--- config.mk ---
export PLATFORM = sky130hd
export DESIGN_NAME = hazard_control_unit
export DESIGN_NICKNAME = d
export VERILOG_FILES = /design/src/rtl/hazard_control_unit.sv
export SDC_FILE = /design/constraint.sdc
export NUM_CORES = 1
export LEC_CHECK = 0
export ABC_AREA = 1
export BUFFER_PORTS_ARGS = -buffer_cell sky130_fd_sc_hd__buf_2
export CORE_ASPECT_RATIO = 1.2
export CORE_MARGIN = 1
export CORE_UTILIZATION = 35
export CTS_CLUSTER_DIAMETER = 150
export DETAILED_ROUTE_END_ITERATION = 16
export GPL_TIMING_DRIVEN = 0
export PLACE_DENSITY = 0.63
export SLEW_MARGIN = 15
export SYNTH_ARGS = -nofsm -noshare
export SYNTH_HDL_FRONTEND = slang
export SYNTH_SLANG_ARGS = --single-unit
--- constraint.sdc ---
create_clock -name clk_i -period 1.45 [get_ports clk_i]
set_input_delay 0.29 -clock clk_i [delete_from_list [all_inputs] [get_ports clk_i]]
set_output_delay 0.29 -clock clk_i [all_outputs]
set_load 0.1 [all_outputs]
--- src/rtl/hazard_control_unit.sv ---
// Hazard control for the 5-stage RV32IC pipeline: load-use shadow tracking, Jalr
// operand hazards, multi-cycle MDU occupancy and data-memory wait freeze.
module hazard_control_unit #(
    parameter int REG_AW   = 5,
    parameter int LOAD_LAT = 1,
    parameter int MDU_LAT  = 4,
    parameter int CNT_W    = 5
) (
    input  logic              clk_i,
    input  logic              rst_i,
    input  logic [REG_AW-1:0] id_rs1_i,
    input  logic [REG_AW-1:0] id_rs2_i,
    input  logic              id_use_rs1_i,
    input  logic              id_use_rs2_i,
    input  logic              id_jalr_i,
    input  logic [REG_AW-1:0] ex_rd_i,
    input  logic              ex_regwrite_i,
    input  logic              ex_memread_i,
    input  logic              ex_mdu_i,
    input  logic              branch_taken_i,
    input  logic              dmem_stall_i,
    output logic              pc_write_o,
    output logic              ifid_write_o,
    output logic              flush_ifid_o,
    output logic              flush_idex_o,
    output logic              freeze_o,
    output logic              hazard_stall_o,
    output logic              mdu_busy_o,
    output logic              mdu_done_o
);

    // At least one register slot is declared so LOAD_LAT=1 still elaborates.
    localparam int SH_N = (LOAD_LAT > 1) ? LOAD_LAT - 1 : 1;
    localparam logic [CNT_W-1:0] CNT_LOAD = CNT_W'(MDU_LAT - 2);

    typedef enum logic {
        MDU_IDLE,
        MDU_BUSY
    } mdu_state_t;

    mdu_state_t        state_reg, state_next;
    logic [CNT_W-1:0]  cnt_reg, cnt_next;

    logic              e0_valid;
    logic [REG_AW-1:0] e0_rd;
    logic [SH_N-1:0]   sh_valid_reg;
    logic [REG_AW-1:0] sh_rd_reg [SH_N];

    logic [SH_N:0]     ent_hit_rs1;
    logic [SH_N:0]     ent_hit_rs2;
    logic              rs1_nz, rs2_nz;
    logic              load_hit, jalr_hit, raw;

    // ---------------- load shadow ----------------
    assign e0_valid = ex_memread_i & (ex_rd_i != '0);
    assign e0_rd    = ex_rd_i;

    generate
        if (LOAD_LAT > 1) begin : g_shadow
            always_ff @(posedge clk_i or negedge rst_i) begin
                if (!rst_i) begin
                    sh_valid_reg <= '0;
                    for (int k = 0; k < SH_N; k++) begin
                        sh_rd_reg[k] <= '0;
                    end
                end else if (!freeze_o) begin
                    sh_valid_reg[0] <= e0_valid;
                    sh_rd_reg[0]    <= e0_rd;
                    for (int k = 1; k < SH_N; k++) begin
                        sh_valid_reg[k] <= sh_valid_reg[k-1];
                        sh_rd_reg[k]    <= sh_rd_reg[k-1];
                    end
                end
            end
        end else begin : g_no_shadow
            assign sh_valid_reg = '0;
            for (genvar gi = 0; gi < SH_N; gi++) begin : g_rd_zero
                assign sh_rd_reg[gi] = '0;
            end
        end
    endgenerate

    assign ent_hit_rs1[0] = e0_valid & (e0_rd == id_rs1_i);
    assign ent_hit_rs2[0] = e0_valid & (e0_rd == id_rs2_i);

    generate
        for (genvar gi = 0; gi < SH_N; gi++) begin : g_hit
            assign ent_hit_rs1[gi+1] = sh_valid_reg[gi] & (sh_rd_reg[gi] == id_rs1_i);
            assign ent_hit_rs2[gi+1] = sh_valid_reg[gi] & (sh_rd_reg[gi] == id_rs2_i);
        end
    endgenerate

    // x0 is filtered on the consumer side so no stored entry can ever match it.
    assign rs1_nz   = (id_rs1_i != '0);
    assign rs2_nz   = (id_rs2_i != '0);
    assign load_hit = (id_use_rs1_i & rs1_nz & (|ent_hit_rs1))
                    | (id_use_rs2_i & rs2_nz & (|ent_hit_rs2));
    assign jalr_hit = id_jalr_i & id_use_rs1_i & rs1_nz
                    & ((ex_regwrite_i & (ex_rd_i == id_rs1_i)) | (|ent_hit_rs1));
    assign raw      = load_hit | jalr_hit;

    // ---------------- MDU occupancy FSM ----------------
    always_ff @(posedge clk_i or negedge rst_i) begin
        if (!rst_i) begin
            state_reg <= MDU_IDLE;
            cnt_reg   <= '0;
        end else begin
            state_reg <= state_next;
            cnt_reg   <= cnt_next;
        end
    end

    always_comb begin
        state_next = state_reg;
        cnt_next   = cnt_reg;
        mdu_done_o = 1'b0;
        case (state_reg)
            MDU_IDLE: begin
                if (ex_mdu_i) begin
                    state_next = MDU_BUSY;
                    cnt_next   = CNT_LOAD;
                end
            end
            MDU_BUSY: begin
                // The counter keeps running under a memory wait; only the
                // final hand-off waits for the memory to become ready.
                if (cnt_reg != '0) begin
                    cnt_next = cnt_reg - CNT_W'(1);
                end else if (!dmem_stall_i) begin
                    state_next = MDU_IDLE;
                    mdu_done_o = 1'b1;
                end
            end
            default: begin
                state_next = MDU_IDLE;
                cnt_next   = '0;
            end
        endcase
    end

    assign mdu_busy_o = (state_reg == MDU_BUSY);

    // ---------------- pipeline control ----------------
    assign freeze_o       = dmem_stall_i
                          | ((state_reg == MDU_IDLE) & ex_mdu_i)
                          | ((state_reg == MDU_BUSY) & (cnt_reg != '0));
    assign hazard_stall_o = raw & ~branch_taken_i & ~freeze_o;
    assign pc_write_o     = ~freeze_o & ~hazard_stall_o;
    assign ifid_write_o   = ~freeze_o & ~hazard_stall_o;
    assign flush_idex_o   = ~freeze_o & (hazard_stall_o | branch_taken_i);
    assign flush_ifid_o   = ~freeze_o & (branch_taken_i | (id_jalr_i & ~hazard_stall_o));

endmodule

; ---- Word level (Yosys, flattened, before mapping)
; Index checks and enable logic that the tools add are counted.
[word_totals]
output_inout_bits = 8
in_bits = 25
reg_bits = 6
word_cells = 52
[op_classes]
add_sub_neg = 1
muxes = 10
eq_ne = 4
n_bitwise = 30
reduce_logical = 5
[ops]
columns = op, n
row1 = nonzero test 5 bit, 4
row2 = AND 1 bit, 19
row3 = == test 5 bit, 2
row4 = two-way mux 5 bit, 2
row5 = case mux 5 bit (2 select lines), 1
row6 = bitwise OR 1 bit, 7
row7 = two-way mux 1 bit, 6
row8 = "subtractor 5 x 1 -> 5 bit, second input constant", 1
row9 = inverter 1 bit, 4
row10 = "inequality test 2 x 1 -> 1 bit, second input constant", 1
row11 = "inequality test 2 bit, second input constant", 1
row12 = case mux 1 bit (2 select lines), 1
row13 = AND reduction 2 bit, 1

; ---- Logic depth before layout (Yosys ltp)
[depth]
word_depth = 12
depth_mapped = 12
mapped_depth_nobuf = 11

; ---- Worst setup path after synthesis
; Ideal clock, no wire load.
[synth_timing]
path_kind = register to output
startpoint = register state_reg, in the netlist mdu_busy_o
endpoint = output hazard_stall_o
path_slack_ps = -1863
path_buffers = 0
required_time_ps = 1160
stages_incl_launch_ff = 7
t_arrival_ps = 3023
cell_sequence = dfrtp_1 inv_1 nand2_4 nand2_4 nor2_4 inv_2 nor2_1
[synth_between]
elab_chain_cells = 6
word_cells_on_any_way = 7
cone_classes = bitwise (7)
[synth_rtl]
columns = item, line
row1 = "start, declared", 41  ; mdu_state_t state_reg, state_next;
row2 = "start signal, assigned", 108  ; state_reg <= state_next;
row3 = inverter 1 bit, 145  ; | ((state_reg == MDU_IDLE) & ex_mdu_i)
row4 = AND 1 bit, 145
row5 = bitwise OR 1 bit, 145
row6 = bitwise OR 1 bit *, 146  ; | ((state_reg == MDU_BUSY) & (cnt_reg != '0));
row7 = via freeze_o, 26  ; output logic freeze_o,
row8 = inverter 1 bit *, 147  ; assign hazard_stall_o = raw & ~branch_taken_i & ~freeze_o;
row9 = AND 1 bit *, 147
row10 = "end, declared", 27  ; output logic hazard_stall_o,
; The timed path passes the listed nets; every way through them passes the cells marked *.

; ---- Worst setup path in the final report
[layout_timing]
startpoint = register cnt_reg[1]
endpoint = output pc_write_o
[layout_between]
elab_chain_cells = 7
[layout_rtl]
columns = item, line
row1 = "start, declared", 42  ; logic [CNT_W-1:0] cnt_reg, cnt_next;
row2 = "start signal, assigned", 109  ; cnt_reg <= cnt_next;
row3 = nonzero test 5 bit *, 146
row4 = AND 1 bit *, 146
row5 = bitwise OR 1 bit *, 146
row6 = inverter 1 bit *, "147, 148"
row7 = AND 1 bit, 147
row8 = inverter 1 bit, 148  ; assign pc_write_o = ~freeze_o & ~hazard_stall_o;
row9 = AND 1 bit *, 148
row10 = "end, declared", 22  ; output logic pc_write_o,
; Mark *: on every way between the ends. The rest lies on a longest branch, timed or not.

==> key figures <==
Timing
  • Final setup vio count: 9
  • Hold_ws: 0.372 ns
  • Peak Freq: 515 MHz
  • Post-route minimum period: 1.94 ns
  • Setup TNS: -3.13 ns
  • Fin crit share: 134%
  • Layout Skew: 0.00877 ns
  • RSZ-0062 raised after global routing: true
  • Slew at the pin with the worst max-slew slack: 0.489 ns
  • Slew headroom: 67.6%
  • Fin. max-slew vios: 0
  • Number of hold violations in the final report: 0
  • Setup ws final: -0.491 ns

Die
  • DIE AREA: 2070 sq um
  • Initial Utilization: 38.8%
  • Placeable Area: 1700 sq um
  • IO Pins: 33
  • Standard-cell rows: 16
  • Die Width: 41.7 um
  • Die H: 49.6 um

Hold path
  • Worst Hold Path EP: cnt_reg[4]$_DFFE_PN0P_
  • Startpoint of the worst hold path: ex_mdu_i
  • Min-delay worst type: primary input to flop
  • Worst hold stages: 4

CTS
  • CTS clock-pin slew for the worst setup and hold paths: 0.05 ns
  • CTS tree: done
  • TritonCTS Buffers: 3
  • CTS Sinks: 6
  • Root Buffer: clkbuf_4
  • Clk_lat worst skew: 0.24 ns
  • Max Root-Sink Buffers: 2
  • H-tree depth: 1

Yosys
  • Register area share after synthesis: 22.7%
  • Yosys warnings: 0
  • Synthesized Nets: 139
  • Synth Area in Compound Gates: 10.4%
  • Distinct cells, synth: 21
  • Post-Synth XOR/XNOR Area: 2.65%
  • Mapped Cells: 112
  • Avg Cell Area, Syn: 5.90 sq um
  • Synthesized area: 661 sq um
  • Synthesis-stage register bit count: 6
  • Adder-Cell Fraction of Synth Area: 3.79%
  • Synth Area in Simple Gates: 45.1%
  • Mux contribution to synthesized area: 0%
  • Largest family of logic cells by synthesized area: simple AND/OR/NAND/NOR gates

Power and ir drop
  • Sequential share of power: 15.2%
  • Peak VDD IR: 1.23 mV
  • Power Internal: 1.07 mW
  • Comb power frac: 77.4%
  • LEAKAGE: 0.642 nW
  • Pwr Density: 1820 nW/um^2
  • Clock group share of total power: 7.4%
  • Power Total: 2.17 mW
  • Switch Pwr: 1.10 mW
  • Switching Share: 50.7%

Detailed routing
  • Final WL: 1830 um
  • Routed Antenna Nets: 0
  • DRC viols: 0
  • Routed wire per std cell: 10.1 um
  • Vias per inst: 4.50
  • Routed vias: 815
  • Pre-Repair DR Iteration Count: 3
  • Initial DRC count: 8

Place
  • Placed cell areas: 908 sq um
  • Post-Place Worst Slack: -0.589 ns
  • RePlAce Congestion: 0.749
  • HPWL after DPL: 1290 um
  • Port bufs: 32

Layout
  • P&R area growth vs syn: 80.5%
  • Commonest non-fill, non-tap cell in the layout: nand2_1
  • Max reg flops: 5
  • Non-Filler Cell Area, Final: 1190 sq um
  • Filler cells: 139
  • # diodes: 0
  • Share of layout cells above drive strength 1: 47.9%
  • Final nets: 191
  • Multi-input logic area: 492 sq um
  • Commonest non-fill, non-tap cells in the layout: 30 x nand2_1, 25 x buf_2, 17 x inv_1
  • Storage element area: 154 sq um

GRT
  • First-pass GRT wire length: 2910 um
  • Largest net degree at the start of global routing: 7
  • Remaining Overflow, GRT: 0
  • Initial antenna violation count: 0
  • GRT Total Usage: 18.0%
  • Number of global-route vias before repair: 788

Setup path
  • Crit Path Max Fanout: 2
  • Startpoint Class: flop
  • Reg2Reg Capture Point: cnt_reg[2]$_DFFE_PN0P_
  • CP arrival: 1.65 ns
  • Critical Path RT: 1.16 ns
  • RR Startpoint: cnt_reg[1]$_DFFE_PN0P_
  • Reg2Reg Depth: 8
  • R2R Setup Slk: -0.04 ns
  • Critical path type: flop to output port
  • CP endpoint kind: output port

Outcome
  • Outcome: finished with violations
  • Failing checks: negative setup slack

Run
  • Max-Cap Viols: 0
[cells in the mapped netlist]
library cell | number | area share (%)
a21boi_1 | 2 | 2.3
a21oi_1 | 4 | 3.0
a21oi_2 | 1 | 1.3
buf_4 | 1 | 1.1
dfrtp_1 | 6 | 23
ha_1 | 2 | 3.8
inv_1 | 21 | 12
inv_2 | 4 | 2.3
nand2_1 | 32 | 18
nand2_4 | 3 | 5.1
nand3_1 | 7 | 5.3
nand3_2 | 2 | 3.0
nor2_1 | 16 | 9.1
nor2_2 | 1 | 0.95
nor2_4 | 1 | 1.7
nor3_1 | 1 | 0.76
o21ai_0 | 3 | 2.3
o21ai_1 | 2 | 1.5
or2_1 | 1 | 0.95
xnor2_1 | 1 | 1.3
xor2_1 | 1 | 1.3
[how the worst max path moves through the flow]
stage,startpoint,endpoint,depth (start not counted)
4_1_cts,cnt_reg[1]$_DFFE_PN0P_,pc_write_o,10
3_3_place_gp,ex_rd_i[2],pc_write_o,12
3_5_place_dp,ex_rd_i[2],pc_write_o,12
2_1_floorplan,mdu_busy_o$_DFF_PN0_,pc_write_o,7
5_1_grt,cnt_reg[1]$_DFFE_PN0P_,pc_write_o,10
6_report,cnt_reg[1]$_DFFE_PN0P_,pc_write_o,10
[critical path, stage by stage (launching register included)]
cell and delay [ns]:
dfrtp_1 0.38, inv_2 0.08, ha_4 0.13, nand3_4 0.08
nand2_4 0.08, nand2_4 0.06, nor2_4 0.14, nand2_4 0.09
clkinvlp_4 0.10, buf_12 0.10, buf_12 0.16
[kinds of logic after synthesis]
| family | count (synthesis) |
|---|---|
| AOI/OAI and AO/OA | 12 |
| xor gates and xnor gates | 2 |
| adders and majority gates | 2 |
| buffers and inverters | 26 |
| DFF | 6 |
| and+or+nand+nor | 64 |
[through the flow]
| stage | instances | util (%) |
|---|---|---|
| after floorplan | 112 | - |
| after global placement | 162 | 53.4 |
| after detailed placement | 162 | 53.4 |
| after CTS | 175 | 65.4 |
| after global routing | 181 | 70.1 |
| final | 181 | 70.1 |
[final cells by class]
cell class | count | share of cell area (%)
sequential | 6 | 12.9
buffer | 1 | 1.68
tap | 18 | 1.89
timing repair buffer | 47 | 31.5
clock buffer | 4 | 2.20
inverter | 25 | 8.60
multi-input combinational | 80 | 41.2
[power groups by stage]
stage	logic (mW)	registers, mW	clock network (mW)
4_1_cts	1.45	0.314	0.170
6_report	1.68	0.328	0.161
2_1_floorplan	0.844	0.401	0
3_3_place_gp	1.08	0.331	0
3_5_place_dp	1.10	0.333	0
5_1_grt	1.78	0.332	0.177
[per-layer routing]
metal,global-route usage [%],vias up,wire [um]
met3,3.30,0,54
met4,10.8,0,0
met1,17.2,358,671
met5,0,-,0
met2,34.6,16,1110
li1,-,441,-
[timing repair]
action	CTS	global route
hold buffers	1	0
cloned	0	0
buffers inserted	8	6
endpoints found under the hold margin	6	0
resized for setup	28	10
setup endpoints to repair	7	8
pin swaps	4	5
(Power assumes the default switching activity.)
